**src/rtl/uart_pkg.sv**
```systemverilog
// Shared types for the UART transmit feeder: FSM encoding and byte width.
// No logic; imported by the FIFO and the feeder.
// No flow control of its own.
package uart_pkg;

    localparam int DW = 8;

    localparam logic [1:0] ST_IDLE  = 2'd0;
    localparam logic [1:0] ST_WRITE = 2'd1;
    localparam logic [1:0] ST_DRAIN = 2'd2;

    typedef enum logic [1:0] {
        IDLE  = ST_IDLE,
        WRITE = ST_WRITE,
        DRAIN = ST_DRAIN
    } state_t;

endpackage

```
**src/rtl/uart_sync_fifo.sv**
```systemverilog
// Synchronous byte FIFO with combinational head read and an occupancy counter.
// Latency: a push is visible on dout/level one cycle later; pop takes effect at the edge.
// Backpressure: a push into a full FIFO is dropped (overflow pulses) unless a pop frees a slot that cycle.
module uart_sync_fifo
    import uart_pkg::*;
#(
    parameter int DEPTH = 16,
    parameter int AW    = 4
) (
    input  logic          clk,
    input  logic          rst,
    input  logic          push,
    input  logic [DW-1:0] din,
    input  logic          pop,
    output logic [DW-1:0] dout,
    output logic          full,
    output logic          empty,
    output logic [AW:0]   level,
    output logic          overflow
);

    localparam logic [AW:0] FULL_LVL = (AW+1)'(DEPTH);

    logic [DW-1:0] mem [DEPTH];
    logic [AW-1:0] wr_ptr;
    logic [AW-1:0] rd_ptr;
    logic [AW:0]   level_q;
    logic          overflow_q;
    logic          pop_ok;
    logic          push_ok;

    assign full    = (level_q == FULL_LVL);
    assign empty   = (level_q == '0);
    assign level   = level_q;
    assign overflow = overflow_q;
    assign dout    = mem[rd_ptr];

    // A pop in the same cycle frees the slot a full-FIFO push needs.
    assign pop_ok  = pop && !empty;
    assign push_ok = push && (!full || pop_ok);

    always_ff @(posedge clk) begin
        if (rst) begin
            wr_ptr     <= '0;
            rd_ptr     <= '0;
            level_q    <= '0;
            overflow_q <= 1'b0;
        end else begin
            if (push_ok) wr_ptr <= wr_ptr + 1'b1;
            if (pop_ok)  rd_ptr <= rd_ptr + 1'b1;
            case ({push_ok, pop_ok})
                2'b10:   level_q <= level_q + 1'b1;
                2'b01:   level_q <= level_q - 1'b1;
                default: level_q <= level_q;
            endcase
            overflow_q <= push && !push_ok;
        end
    end

    always_ff @(posedge clk) begin
        if (push_ok) mem[wr_ptr] <= din;
    end

endmodule

```
**src/rtl/uart_tx_feeder.sv**
```systemverilog
// Buffers host bytes and launches them into the UART transmitter one at a time, paced by tx busy.
// Latency: push at edge E launches (uart_wr_o high) after E+1 when idle; back-to-back with no gap.
// Backpressure: host is never stalled; pushes into a full buffer are dropped with overflow_o.
module uart_tx_feeder
    import uart_pkg::*;
#(
    parameter int DEPTH        = 16,
    parameter int AW           = 4,
    parameter int BUSY_TIMEOUT = 8
) (
    input  logic          clk,
    input  logic          rst,
    input  logic          push_i,
    input  logic [DW-1:0] push_dat_i,
    output logic          full_o,
    output logic          empty_o,
    output logic [AW:0]   level_o,
    output logic          overflow_o,
    output logic          timeout_o,
    output logic          uart_wr_o,
    output logic [DW-1:0] uart_dat_o,
    input  logic          uart_busy_i
);

    localparam int          CW      = $clog2(BUSY_TIMEOUT + 1);
    localparam logic [CW-1:0] TO_LAST = CW'(BUSY_TIMEOUT - 1);

    state_t        state_q;
    state_t        state_d;
    logic [CW-1:0] wait_q;
    logic [CW-1:0] wait_d;
    logic          pop;
    logic          timeout_d;
    logic          timeout_q;
    logic          wr_q;
    logic [DW-1:0] dat_q;
    logic [DW-1:0] fifo_head;
    logic          fifo_empty;

    uart_sync_fifo #(
        .DEPTH(DEPTH),
        .AW   (AW)
    ) u_fifo (
        .clk     (clk),
        .rst     (rst),
        .push    (push_i),
        .din     (push_dat_i),
        .pop     (pop),
        .dout    (fifo_head),
        .full    (full_o),
        .empty   (fifo_empty),
        .level   (level_o),
        .overflow(overflow_o)
    );

    assign empty_o    = fifo_empty;
    assign timeout_o  = timeout_q;
    assign uart_wr_o  = wr_q;
    assign uart_dat_o = dat_q;

    always_comb begin
        state_d   = state_q;
        wait_d    = wait_q;
        pop       = 1'b0;
        timeout_d = 1'b0;
        case (state_q)
            IDLE: begin
                if (!fifo_empty) begin
                    pop     = 1'b1;
                    wait_d  = '0;
                    state_d = WRITE;
                end
            end
            WRITE: begin
                if (uart_busy_i) begin
                    wait_d  = '0;
                    state_d = DRAIN;
                end else if (wait_q == TO_LAST) begin
                    // Transmitter never took the byte: give up on it.
                    wait_d    = '0;
                    timeout_d = 1'b1;
                    state_d   = IDLE;
                end else begin
                    wait_d = wait_q + 1'b1;
                end
            end
            DRAIN: begin
                if (!uart_busy_i) begin
                    if (!fifo_empty) begin
                        pop     = 1'b1;
                        wait_d  = '0;
                        state_d = WRITE;
                    end else begin
                        state_d = IDLE;
                    end
                end
            end
            default: state_d = IDLE;
        endcase
    end

    always_ff @(posedge clk) begin
        if (rst) begin
            state_q   <= IDLE;
            wait_q    <= '0;
            timeout_q <= 1'b0;
            wr_q      <= 1'b0;
            dat_q     <= '0;
        end else begin
            state_q   <= state_d;
            wait_q    <= wait_d;
            timeout_q <= timeout_d;
            wr_q      <= (state_d == WRITE);
            if (pop) dat_q <= fifo_head;
        end
    end

endmodule

```
**config.mk**
```make
export PLATFORM = sky130hd
export DESIGN_NAME = uart_tx_feeder
export DESIGN_NICKNAME = d
export VERILOG_FILES = /design/src/rtl/uart_pkg.sv /design/src/rtl/uart_sync_fifo.sv /design/src/rtl/uart_tx_feeder.sv
export SDC_FILE = /design/constraint.sdc
export NUM_CORES = 1
export LEC_CHECK = 0
export ABC_AREA = 1
export ABC_CLOCK_PERIOD_IN_PS = 5710
export BUFFER_PORTS_ARGS = -buffer_cell sky130_fd_sc_hd__buf_2
export CORE_MARGIN = 3
export CORE_UTILIZATION = 44
export DETAILED_ROUTE_END_ITERATION = 8
export SLEW_MARGIN = 10
export SYNTH_ARGS = -nofsm -noshare
export SYNTH_HDL_FRONTEND = slang
export SYNTH_SLANG_ARGS = --single-unit
export TNS_END_PERCENT = 5
```
**constraint.sdc**
```tcl
create_clock -name clk -period 5.71 [get_ports clk]
set_input_delay 0.8565 -clock clk [delete_from_list [all_inputs] [get_ports clk]]
set_output_delay 0.8565 -clock clk [all_outputs]
set_load 0.005 [all_outputs]
```
==> metrics.md <==
| Metric | Value |
|---|---|
| Largest cells by area after synthesis | `edfxtp_1 (55%), nand2_1 (12%), dfxtp_1 (8.6%)` |
| Final setup skew | `6.069 ps` |
| Clock Root Buffer | `clkbuf_16` |
| Antenna Nets Post-Route | `0` |
| DR pass1 iterations | `5` |
| GRT Total Usage | `0.1907` |
| Netlist Area Pre-Place | `7017 um^2` |
| Mean Syn Cell Area | `9.827 um^2` |
| Layout overhead on the synthesized area | `11.02%` |
| Hold WS | `489.7 ps` |
| Mapped Nets | `737` |
| Post-CTS Hold Fix Bufs | `0` |
| Clock-pin slew on the worst setup and hold paths | `60 ps` |
| RSZ-0062 raised after global routing | `false` |
| Post-CTS resize count | `0` |
| Crit path to | `u_fifo.level[4]` |
| CP Depth | `14` |
| Die X-Extent | `132.3 um` |
| GP Congestion | `0.9075` |
| Commonest non-fill, non-tap cells in the layout | `nand2_1 (225), edfxtp_1 (128), nand3_1 (100)` |
| Register area | `4446 um^2` |
| GRT Residual Overflow | `0` |
| RR Startpoint | `u_fifo.level[1]` |
| Skew-Pair Late Insertion Delay | `420 ps` |
| Hold depth | `2` |
| Ant diodes | `0` |
| Number of global-route vias before repair | `4750` |
| Most frequent CP cell | `nand2_1` |
| Area of the multi-input gates | `between 2000 and 2500 um^2` |
| CP Buf/Inv Count | `4` |
| Setup TNS | `0 ps` |
| Ratio of cells with drive above 1 in the final layout | `0.1046` |
| Worst-path fanout max | `22` |
| Die Height | `132.3 um` |
| Synth unique cells | `33` |
| Grt peak-use layer | `met2` |
| Largest net degree at the start of global routing | `68` |
| Worst slew margin | `0.2448` |
| Die ar. | `between 15000 and 20000 um^2` |
| Met3 Track Usage GR | `0.04962` |
| Crit path required time | `6060 ps` |
| Part of the Yosys area used for sequential elements | `0.6334` |
| Post-CTS Setup Inserts | `0` |
| Hold WC Path Type | `flop to flop` |
| Mapped Cells | `slightly above 700` |
| Clk buf depth | `2` |
| Worst IR drop on VDD | `around 0.00025 V` |
| Crit Path Category | `input port to flop` |
| FF-to-FF End | `u_fifo.level[4]` |
| Setup crit end kind | `flop` |
| #FFs+latches synth | `158` |
| CP max-delay cell | `fa_1` |
| Final hold vios | `0` |
| Fill count | `1454` |
| NumNets Final | `756` |
| Leading cell type in the layout, fill and taps excluded | `nand2_1` |
| IO Port Bufs | `29` |
| Crit-path leading delay family | `adder cells` |
| Initial Util | `0.4548` |
| Synth area leader | `edfxtp_1` |
| R2R depth | `15` |
| DR vias | `around 4800` |
| Worst-path cell chain | `buf_2 > a21oi_1 > nand2_4 > inv_2 > ha_1 > inv_1 > fa_1 > inv_1 > nand2_1 > a21boi_0 > o21bai_1 > nand2_1 > nand2_1 > a21oi_1` |
| Pins Over Slew Limit | `0` |
| Power Density | `429.3 nW/um^2` |
| Initial antenna violation count | `0` |
| Final HPWL DP | `10460 um` |
| Met2 usage | `0.3025` |
| Slowest stage delay, CP | `390 ps` |
| Core area | `15430 um^2` |
| Row cnt | `45` |
| Drt wl/cell | `roughly 17 um` |
| Final period util | `0.4811` |
| Via density | `roughly 5.1` |
| Status | `finished, final reports clean` |
| Final setup fails | `0` |
| Crit path from | `uart_busy_i` |
| GR Util met1 | `0.2541` |
| Sink Count | `between 150 and 200` |
| Max-cap viol count | `0` |
| Leak | `3.314 nW` |
| Flop-to-flop setup slack | `3040 ps` |
| Yosys top cell area share | `0.5478` |
| First-pass GRT wire length | `25330 um` |
| I/O Pins | `30` |
| Synth Warn # | `0` |
| Worst setup SP type | `input port` |
| Worst Path Arrival | `3100 ps` |
| Worst-Margin Slew | `1124 ps` |
| Final min period | `2747 ps` |
| Htree depth | `4` |
| Fmax | `364.1 MHz` |
| DRC violations left | `0` |
| TritonCTS clock tree | `built` |
| Total CTS buffers | `17` |
| Initial DRC Count | `373` |
| WL final | `16110 um` |
-- cell families (layout without fill, tap and decap cells) --
logic type / count (synthesis) / count (layout) / synth area share
AOI/OAI and AO/OA: 28 / 28 / 0.02301
buffers and inverters: 131 / 163 / 0.08149
and+or+nand+nor: 379 / 379 / 0.2327
DFF: 158 / 158 / 0.6334
adders and majority gates: 11 / 11 / 0.02068
xor gates and xnor gates: 7 / 7 / 0.008738
-- synthesized netlist by cell type --
master and instances:
a21oi_1 15, nor3_1 16, buf_1 1, a21oi_2 3, dfxtp_1 30, o21ai_0 6, nor2_2 2, nor2_4 1
inv_2 4, buf_2 16, edfxtp_1 128, clkinv_1 2, o21bai_1 1, xor2_1 7, nand3_2 1, inv_1 94
buf_6 4, o211ai_1 1, nand4_2 1, a21boi_0 1, nand2_1 225, nand3_1 100, clkbuf_1 2, or2_2 1
a211oi_1 1, nand2_2 3, buf_4 8, nor2_1 24, nand2_4 3, fa_1 1, ha_1 10, nand4_1 1
nor4_1 1
-- worst min-delay path, cell delays in order (launching register included) --
cell and delay, ps:
dfxtp_1 320, nand2_1 70, a21oi_1 50
-- stage by stage --
| stage | power, mW | utilization | instances | area [um^2] | setup slack, ps |
|---|---|---|---|---|---|
| floorplan | 2.091 | - | 714 | 7017 | 3046 |
| global placement | 2.306 | 0.4697 | 925 | 7246 | 2671 |
| detailed placement | 2.328 | 0.4697 | 925 | 7246 | 2559 |
| CTS | 3.362 | 0.5049 | 957 | 7790 | 2996 |
| global route | 3.545 | 0.5049 | 957 | 7790 | 2758 |
| finish | 3.344 | 0.5049 | 957 | 7790 | 2963 |
-- power breakdown --
part / internal (mW) / total [mW] / switching (mW)
logic: 0.287 / 0.948 / 0.662
clock network: 0.611 / 1.03 / 0.422
registers: 1.31 / 1.36 / 0.0478
-- registers in the layout, indices dropped and copies added, names as in the netlist --
name	cells
state_q	2
timeout_o	1
u_fifo.level	5
u_fifo.mem	128
u_fifo.overflow	1
u_fifo.rd_ptr	4
u_fifo.wr_ptr	4
uart_dat_o	8
uart_wr_o	1
wait_q	4
-- layer usage --
layer	vias to the layer above	part of all wire
met1	2257	0.46
met5	-	0
met2	166	0.47
met3	40	0.052
li1	2370	-
met4	0	0.023
-- how the worst min path moves through the flow --
stage | startpoint | endpoint | slack [ps]
after global routing | u_fifo.level[4] | u_fifo.level[4] | 530
after floorplan | state_q[0] | state_q[1] | 450
final | wait_q[1] | wait_q[1] | 490
after detailed placement | wait_q[1] | wait_q[1] | 480
after CTS | wait_q[1] | wait_q[1] | 490
after global placement | wait_q[1] | wait_q[1] | 470
-- area by class of cell --
cell class | count | share of cell area
multi-input cells | 425 | 0.2568
well taps | 211 | 0.03389
flip-flops and latches | 158 | 0.5707
clock inverters | 7 | 0.004819
inverters | 100 | 0.04819
clock buffers | 25 | 0.06505
repair buffers | 31 | 0.02056
Note: power is estimated with default switching activity, not from simulation.
